$ cat config.mk
export PLATFORM = sky130hd
export DESIGN_NAME = control_sequencer
export DESIGN_NICKNAME = d
export VERILOG_FILES = /design/src/rtl/control_sequencer.sv
export SDC_FILE = /design/constraint.sdc
export NUM_CORES = 1
export LEC_CHECK = 0
export BUFFER_PORTS_ARGS = -buffer_cell sky130_fd_sc_hd__buf_4
export CORE_ASPECT_RATIO = 1.1
export CORE_MARGIN = 3
export CORE_UTILIZATION = 30
export CTS_BUF_LIST = sky130_fd_sc_hd__clkbuf_4 sky130_fd_sc_hd__clkbuf_8
export CTS_CLUSTER_DIAMETER = 50
export CTS_CLUSTER_SIZE = 40
export DETAILED_ROUTE_END_ITERATION = 12
export PLACE_DENSITY = 0.53
export SYNTH_ARGS = -nofsm -noshare
export SYNTH_HDL_FRONTEND = slang
export SYNTH_SLANG_ARGS = --single-unit
$ cat constraint.sdc
create_clock -name clk -period 3.7 [get_ports clk]
set_clock_uncertainty 0.15 [all_clocks]
set_input_delay 1.11 -clock clk [delete_from_list [all_inputs] [get_ports clk]]
set_output_delay 1.11 -clock clk [all_outputs]
set_load 0.01 [all_outputs]
$ cat src/rtl/control_sequencer.sv
// Hardwired control sequencer for the single-bus 32-bit datapath: one-hot step counter with fetch and per-class execute.
// Define CTRL_MEM_WAIT_EN to stretch memory steps until mem_rdy; otherwise every memory step lasts one cycle.
module control_sequencer #(
    parameter int STEPS = 8,
    parameter int OPW   = 5
) (
    input  logic           clk,
    input  logic           clr,
    input  logic [31:0]    ir,
    input  logic           con_ff,
    input  logic           mem_rdy,
    input  logic           stop,
    output logic           pc_out,
    output logic           mdr_out,
    output logic           z_hi_out,
    output logic           z_lo_out,
    output logic           hi_out,
    output logic           lo_out,
    output logic           in_port_out,
    output logic           c_out,
    output logic           gra,
    output logic           grb,
    output logic           grc,
    output logic           r_in,
    output logic           r_out,
    output logic           ba_out,
    output logic           pc_in,
    output logic           inc_pc,
    output logic           ir_in,
    output logic           mar_in,
    output logic           mdr_in,
    output logic           y_in,
    output logic           z_in,
    output logic           hi_in,
    output logic           lo_in,
    output logic           out_port_in,
    output logic           con_in,
    output logic           read,
    output logic           write,
    output logic [OPW-1:0] alu_op,
    output logic           run,
    output logic           illegal
);
    localparam int SW = STEPS + 1;

    typedef enum logic [SW-1:0] {
        T0   = SW'(1),
        T1   = SW'(2),
        T2   = SW'(4),
        T3   = SW'(8),
        T4   = SW'(16),
        T5   = SW'(32),
        T6   = SW'(64),
        T7   = SW'(128),
        HALT = SW'(256)
    } step_t;

    localparam logic [OPW-1:0] OP_LD   = OPW'(0);
    localparam logic [OPW-1:0] OP_LDI  = OPW'(1);
    localparam logic [OPW-1:0] OP_ST   = OPW'(2);
    localparam logic [OPW-1:0] OP_ADD  = OPW'(3);
    localparam logic [OPW-1:0] OP_ROL  = OPW'(10);
    localparam logic [OPW-1:0] OP_ADDI = OPW'(11);
    localparam logic [OPW-1:0] OP_ORI  = OPW'(13);
    localparam logic [OPW-1:0] OP_MUL  = OPW'(14);
    localparam logic [OPW-1:0] OP_DIV  = OPW'(15);
    localparam logic [OPW-1:0] OP_NEG  = OPW'(16);
    localparam logic [OPW-1:0] OP_NOT  = OPW'(17);
    localparam logic [OPW-1:0] OP_BR   = OPW'(18);
    localparam logic [OPW-1:0] OP_JR   = OPW'(19);
    localparam logic [OPW-1:0] OP_JAL  = OPW'(20);
    localparam logic [OPW-1:0] OP_IN   = OPW'(21);
    localparam logic [OPW-1:0] OP_OUT  = OPW'(22);
    localparam logic [OPW-1:0] OP_MFHI = OPW'(23);
    localparam logic [OPW-1:0] OP_MFLO = OPW'(24);
    localparam logic [OPW-1:0] OP_NOP  = OPW'(25);
    localparam logic [OPW-1:0] OP_HALT = OPW'(26);

    step_t          step_reg;
    logic           illegal_reg;
    logic [OPW-1:0] opcode;
    logic           mem_ok;
    logic           unused_ir;

    assign opcode    = ir[31:32-OPW];
    assign unused_ir = ^ir[31-OPW:0];

`ifdef CTRL_MEM_WAIT_EN
    assign mem_ok = mem_rdy;
`else
    logic unused_mem_rdy;
    assign unused_mem_rdy = mem_rdy;
    assign mem_ok         = 1'b1;
`endif

    logic is_ld, is_ldi, is_st, is_alu_r, is_alu_i, is_unary, is_muldiv, is_br, is_jal;
    logic is_stop_op, is_bad, last_t3, last_t4, last_t5, last_t6;

    assign is_ld      = (opcode == OP_LD);
    assign is_ldi     = (opcode == OP_LDI);
    assign is_st      = (opcode == OP_ST);
    assign is_alu_r   = (opcode >= OP_ADD) && (opcode <= OP_ROL);
    assign is_alu_i   = (opcode >= OP_ADDI) && (opcode <= OP_ORI);
    assign is_unary   = (opcode == OP_NEG) || (opcode == OP_NOT);
    assign is_muldiv  = (opcode == OP_MUL) || (opcode == OP_DIV);
    assign is_br      = (opcode == OP_BR);
    assign is_jal     = (opcode == OP_JAL);
    assign is_bad     = (opcode > OP_HALT);
    assign is_stop_op = (opcode >= OP_HALT);
    assign last_t3    = (opcode >= OP_IN && opcode <= OP_NOP) || (opcode == OP_JR);
    assign last_t4    = is_unary || is_jal;
    assign last_t5    = is_alu_r || is_alu_i || is_ldi;
    assign last_t6    = is_muldiv || is_br;

    // stop is only honoured on the edge that would start the next fetch
    step_t end_step;
    assign end_step = stop ? HALT : T0;

    always_ff @(posedge clk) begin
        if (clr) begin
            step_reg    <= T0;
            illegal_reg <= 1'b0;
        end else begin
            case (step_reg)
                T0: step_reg <= T1;
                T1: if (mem_ok) step_reg <= T2;
                T2: step_reg <= T3;
                T3: begin
                    if (is_stop_op) begin
                        step_reg    <= HALT;
                        illegal_reg <= is_bad;
                    end else if (last_t3) begin
                        step_reg <= end_step;
                    end else begin
                        step_reg <= T4;
                    end
                end
                T4: step_reg <= last_t4 ? end_step : T5;
                T5: step_reg <= last_t5 ? end_step : T6;
                T6: begin
                    if (is_ld) begin
                        if (mem_ok) step_reg <= T7;
                    end else if (last_t6) begin
                        step_reg <= end_step;
                    end else begin
                        step_reg <= T7;
                    end
                end
                T7:   if (!is_st || mem_ok) step_reg <= end_step;
                HALT: step_reg <= HALT;
                default: step_reg <= T0;
            endcase
        end
    end

    // halt/illegal are recognised while still in T3 so run drops straight after fetch
    assign run     = clr || !((step_reg == HALT) || (step_reg == T3 && is_stop_op));
    assign illegal = !clr && (illegal_reg || (step_reg == T3 && is_bad));

    always_comb begin
        pc_out = 1'b0; mdr_out = 1'b0; z_hi_out = 1'b0; z_lo_out = 1'b0;
        hi_out = 1'b0; lo_out = 1'b0; in_port_out = 1'b0; c_out = 1'b0;
        gra = 1'b0; grb = 1'b0; grc = 1'b0; r_in = 1'b0; r_out = 1'b0; ba_out = 1'b0;
        pc_in = 1'b0; inc_pc = 1'b0; ir_in = 1'b0; mar_in = 1'b0; mdr_in = 1'b0;
        y_in = 1'b0; z_in = 1'b0; hi_in = 1'b0; lo_in = 1'b0; out_port_in = 1'b0;
        con_in = 1'b0; read = 1'b0; write = 1'b0;
        alu_op = '0;
        if (!clr) begin
            case (step_reg)
                T0: begin pc_out = 1'b1; mar_in = 1'b1; inc_pc = 1'b1; z_in = 1'b1; end
                T1: begin z_lo_out = 1'b1; pc_in = 1'b1; read = 1'b1; mdr_in = 1'b1; end
                T2: begin mdr_out = 1'b1; ir_in = 1'b1; end
                T3: begin
                    if (is_alu_r || is_alu_i) begin
                        grb = 1'b1; r_out = 1'b1; y_in = 1'b1;
                    end else if (is_unary) begin
                        grb = 1'b1; r_out = 1'b1; z_in = 1'b1; alu_op = opcode;
                    end else if (is_muldiv) begin
                        gra = 1'b1; r_out = 1'b1; y_in = 1'b1;
                    end else if (is_ld || is_ldi || is_st) begin
                        grb = 1'b1; ba_out = 1'b1; y_in = 1'b1;
                    end else if (is_br) begin
                        gra = 1'b1; r_out = 1'b1; con_in = 1'b1;
                    end else if (opcode == OP_JR) begin
                        gra = 1'b1; r_out = 1'b1; pc_in = 1'b1;
                    end else if (is_jal) begin
                        pc_out = 1'b1; r_in = 1'b1;
                    end else if (opcode == OP_IN) begin
                        in_port_out = 1'b1; gra = 1'b1; r_in = 1'b1;
                    end else if (opcode == OP_OUT) begin
                        gra = 1'b1; r_out = 1'b1; out_port_in = 1'b1;
                    end else if (opcode == OP_MFHI) begin
                        hi_out = 1'b1; gra = 1'b1; r_in = 1'b1;
                    end else if (opcode == OP_MFLO) begin
                        lo_out = 1'b1; gra = 1'b1; r_in = 1'b1;
                    end
                end
                T4: begin
                    if (is_alu_r) begin
                        grc = 1'b1; r_out = 1'b1; z_in = 1'b1; alu_op = opcode;
                    end else if (is_alu_i) begin
                        c_out = 1'b1; z_in = 1'b1; alu_op = opcode;
                    end else if (is_unary) begin
                        z_lo_out = 1'b1; gra = 1'b1; r_in = 1'b1;
                    end else if (is_muldiv) begin
                        grb = 1'b1; r_out = 1'b1; z_in = 1'b1; alu_op = opcode;
                    end else if (is_ld || is_ldi || is_st) begin
                        c_out = 1'b1; z_in = 1'b1; alu_op = OP_ADD;
                    end else if (is_br) begin
                        pc_out = 1'b1; y_in = 1'b1;
                    end else if (is_jal) begin
                        gra = 1'b1; r_out = 1'b1; pc_in = 1'b1;
                    end
                end
                T5: begin
                    if (is_alu_r || is_alu_i || is_ldi) begin
                        z_lo_out = 1'b1; gra = 1'b1; r_in = 1'b1;
                    end else if (is_muldiv) begin
                        z_lo_out = 1'b1; lo_in = 1'b1;
                    end else if (is_ld || is_st) begin
                        z_lo_out = 1'b1; mar_in = 1'b1;
                    end else if (is_br) begin
                        c_out = 1'b1; z_in = 1'b1; alu_op = OP_ADD;
                    end
                end
                T6: begin
                    if (is_muldiv) begin
                        z_hi_out = 1'b1; hi_in = 1'b1;
                    end else if (is_ld) begin
                        read = 1'b1; mdr_in = 1'b1;
                    end else if (is_st) begin
                        gra = 1'b1; r_out = 1'b1; mdr_in = 1'b1;
                    end else if (is_br && con_ff) begin
                        z_lo_out = 1'b1; pc_in = 1'b1;
                    end
                end
                T7: begin
                    if (is_ld) begin
                        mdr_out = 1'b1; gra = 1'b1; r_in = 1'b1;
                    end else if (is_st) begin
                        write = 1'b1;
                    end
                end
                default: ;
            endcase
        end
    end
endmodule

==> flow_summary.toml <==
[die]
io_pins = 71
coreArea_um2 = 4470
die_area_um2 = 5680
rows = 25
die_x_um = 72.1
initial_core_util_pct = 32.3
die_h_um = 78.7

[worst_setup_path]
path_cells = "buf_6, or3_4, or3_4, a311oi_2, buf_4"
critPathKind = "input port to primary output"
cp_num_buf_inv = 2
cp.required_ns = 2.44
cp_slowest_cell = "or3_4"
r2r-start = "step_reg[1]$_SDFF_PP0_"
r2r_slack_ns = 1.42
crit_top_cell = "or3_4"
critPathArrivalTime_ns = 2.43
r2r_cells = 5
critPathTopFamily = "simple AND/OR/NAND/NOR gates"
end_kind = "primary output"
max_stage_delay_ns = 0.43
worstReg2RegEnd = "step_reg[0]$_SDFF_PP1_"
start_kind = "input port"
worstPathMaxFanout = 6

[clock_tree]
clkTransAtPathRegs_ns = 0.05
clockBufferDepth = 2
cts_tree = "done"
cts-root-buf = "clkbuf_8"
holdBufCountCts = 0
h-tree-depth = 1
clk_latency_ns = 0.24
cts_buffers = 3
cts.sink_count = 10

[synthesis]
ys_seq_area_share_pct = 13.9
yosys-top-cells-area = "dfxtp_1 (14%), a21oi_1 (7.3%), nor2_1 (6.8%)"
yosys.area.top_type = "dfxtp_1"
synthAdderAreaFrac_pct = 0
dominantRegCellSynth = "dfxtp_1"
synth_seq_cells = 10
synth_area_per_cell_um2 = 6.44
synth-simple-area-share_pct = 48.1
muxShareOfSynthArea_pct = 0.694
syn_inst = 224
synth_top_family_by_area = "simple AND/OR/NAND/NOR gates"
synth-xor-area-share_pct = 1.21
async_flop_share_pct = 0
ys_warn_count = 0
synth_cell_types = 56
synth_area_um2 = 1440
synth-compound-area-share_pct = 27.2
synth_nets = 261
yosysTopAreaCellShare_pct = 13.9
synth_edf_count = 0

[finish]
diodes = 0
final_common_cell = "buf_4"
stdcell_area_um2 = 2360
layoutNonFillerInstCount = 351
fin_util_pct = 52.7
fin_nets = 335
fill_cells = 451
final_cell_mix = "buf_4 (83), nor2_1 (22), a21oi_1 (18), nand2_1 (14), nor3_1 (13)"
synthToLayoutAreaGrowth_pct = 63.4
drive_above_1_share_pct = 45.5
largest_register_ffs = 9

[global_routing]
grt_max_degree = 17
grt_pass1_vias = 1810
grt_pass1_wl_mm = 8.67
overflow = 0
track_usage_pct = 18.7
antenna_found_initial = 0

[route]
via_count = 1959
drc_errors = 0
drt-wirelength-per-cell_um = 15.9
routed_wl_mm = 5.59
ant_nets = 0
drt_iter0_markers = 130
via_per_inst = 5.58
dr.pass1.iters = 4

[placement]
placed_area_um2 = 2080
place_ws_ns = -0.151
post-dp-hpwl_mm = 4.21
place_congestion = 0.917
io_buffers = 42
dp.cells = 344

[sta]
drv_slew = 0
rsz0062_at_grt = "yes"
period_share_pct = 99.8
holdWs_ns = 0.324
relSlewSlack_pct = 43.5
clock.fmax_mhz = 271
tns_ns = 0
min_period_ns = 3.69
hold_viol = 0
tightest_slew_ns = 0.826
fin_ws_ns = 0.00787
setup_violations = 0

[hold_path]
min_to = "illegal_reg$_SDFFE_PP0P_"
min_from = "illegal_reg$_SDFFE_PP0P_"
holdPathStages = 2
min_path_type = "flip-flop to flip-flop"

[power_and_ir_drop]
peakVddDrop_mv = 0.0909
p_comb_share_pct = 41.1
p_int_mw = 0.294
p_sw_mw = 0.141
power.density_nw_per_um2 = 185
clkPwrFrac_pct = 32.1
pwr-share-seq_pct = 26.8
power_mw = 0.435
switching_share_pct = 32.4
power_leakage_nw = 1.02

[job]
drv_cap = 0

[status]
status = "finished clean"
-- routing by layer --
layer	global-route usage (%)	wire length (µm)	vias up
met2	31.3	2760	61
met1	25.4	2450	915
met5	0	0	-
met3	1.90	299	10
met4	4.70	87	0
li1	-	-	973
-- power groups by stage --
| stage | combinational (mW) | sequential (mW) | clock (mW) |
|---|---|---|---|
| detailed placement | 0.156 | 0.119 | 0 |
| CTS | 0.161 | 0.117 | 0.142 |
| global route | 0.193 | 0.117 | 0.146 |
| finish | 0.179 | 0.117 | 0.140 |
| global placement | 0.156 | 0.119 | 0 |
| floorplan | 0.0910 | 0.117 | 0 |
-- synthesized netlist by cell type, types with 2 or more instances --
library cell / n
a211oi_1: 3
a21oi_1: 21
a31o_2: 2
and2_1: 4
and3_1: 3
and3b_1: 4
and4b_1: 2
buf_6: 2
clkbuf_1: 19
dfxtp_1: 10
inv_1: 6
nand2_1: 15
nand2b_1: 11
nand3_1: 4
nand4_1: 4
nor2_1: 26
nor2b_1: 3
nor3_1: 17
nor3b_1: 3
nor4_1: 6
nor4b_1: 4
o211ai_1: 2
o21a_1: 2
o21ai_0: 10
o21bai_1: 2
o32ai_1: 2
or2_2: 3
or3_1: 5
or4_4: 2
-- worst max path at each step --
| stage | from | endpoint | slack [ns] | cells after the start |
|---|---|---|---|---|
| 6_report | ir[30] | r_out | 0.008 | 5 |
| 5_1_grt | ir[30] | r_out | -0.02 | 5 |
| 4_1_cts | ir[31] | r_out | -0.02 | 5 |
| 3_5_place_dp | ir[31] | r_out | -0.15 | 5 |
| 3_3_place_gp | ir[31] | r_out | -0.14 | 5 |
| 2_1_floorplan | ir[29] | r_out | 0.003 | 7 |
-- cell families (layout without fill, tap and decap cells) --
group / Yosys count / after routing
and+or+nand+nor: 122 / 122
AOI/OAI and AO/OA: 60 / 60
buffers and inverters: 29 / 102
DFF: 10 / 10
xor gates and xnor gates: 2 / 2
muxes: 1 / 1
-- repair_timing --
item                                    4_1_cts  5_1_grt
setup buffers                                 0        2
pin swaps                                     8       18
gates cloned                                  0        1
gates resized for setup                      13       31
endpoints found under the setup margin       13       13
-- cell type report --
type | count | area (µm²) | area share [%]
multi-input combinational | 185 | 1270 | 53.7
timing repair buffer | 92 | 746 | 31.6
sequential | 10 | 200 | 8.49
tap | 54 | 67.6 | 2.87
clock buffer | 4 | 55.1 | 2.34
inverter | 6 | 22.5 | 0.955
-- worst min-delay path: cells and delay by family (launching register included) --
kind / cells / cell delay, ns
AND/OR/NAND/NOR: 1 / 0.06
AO/OA/AOI/OAI: 1 / 0.06
flip-flops: 1 / 0.31
Note: power is estimated with default switching activity, not from simulation.
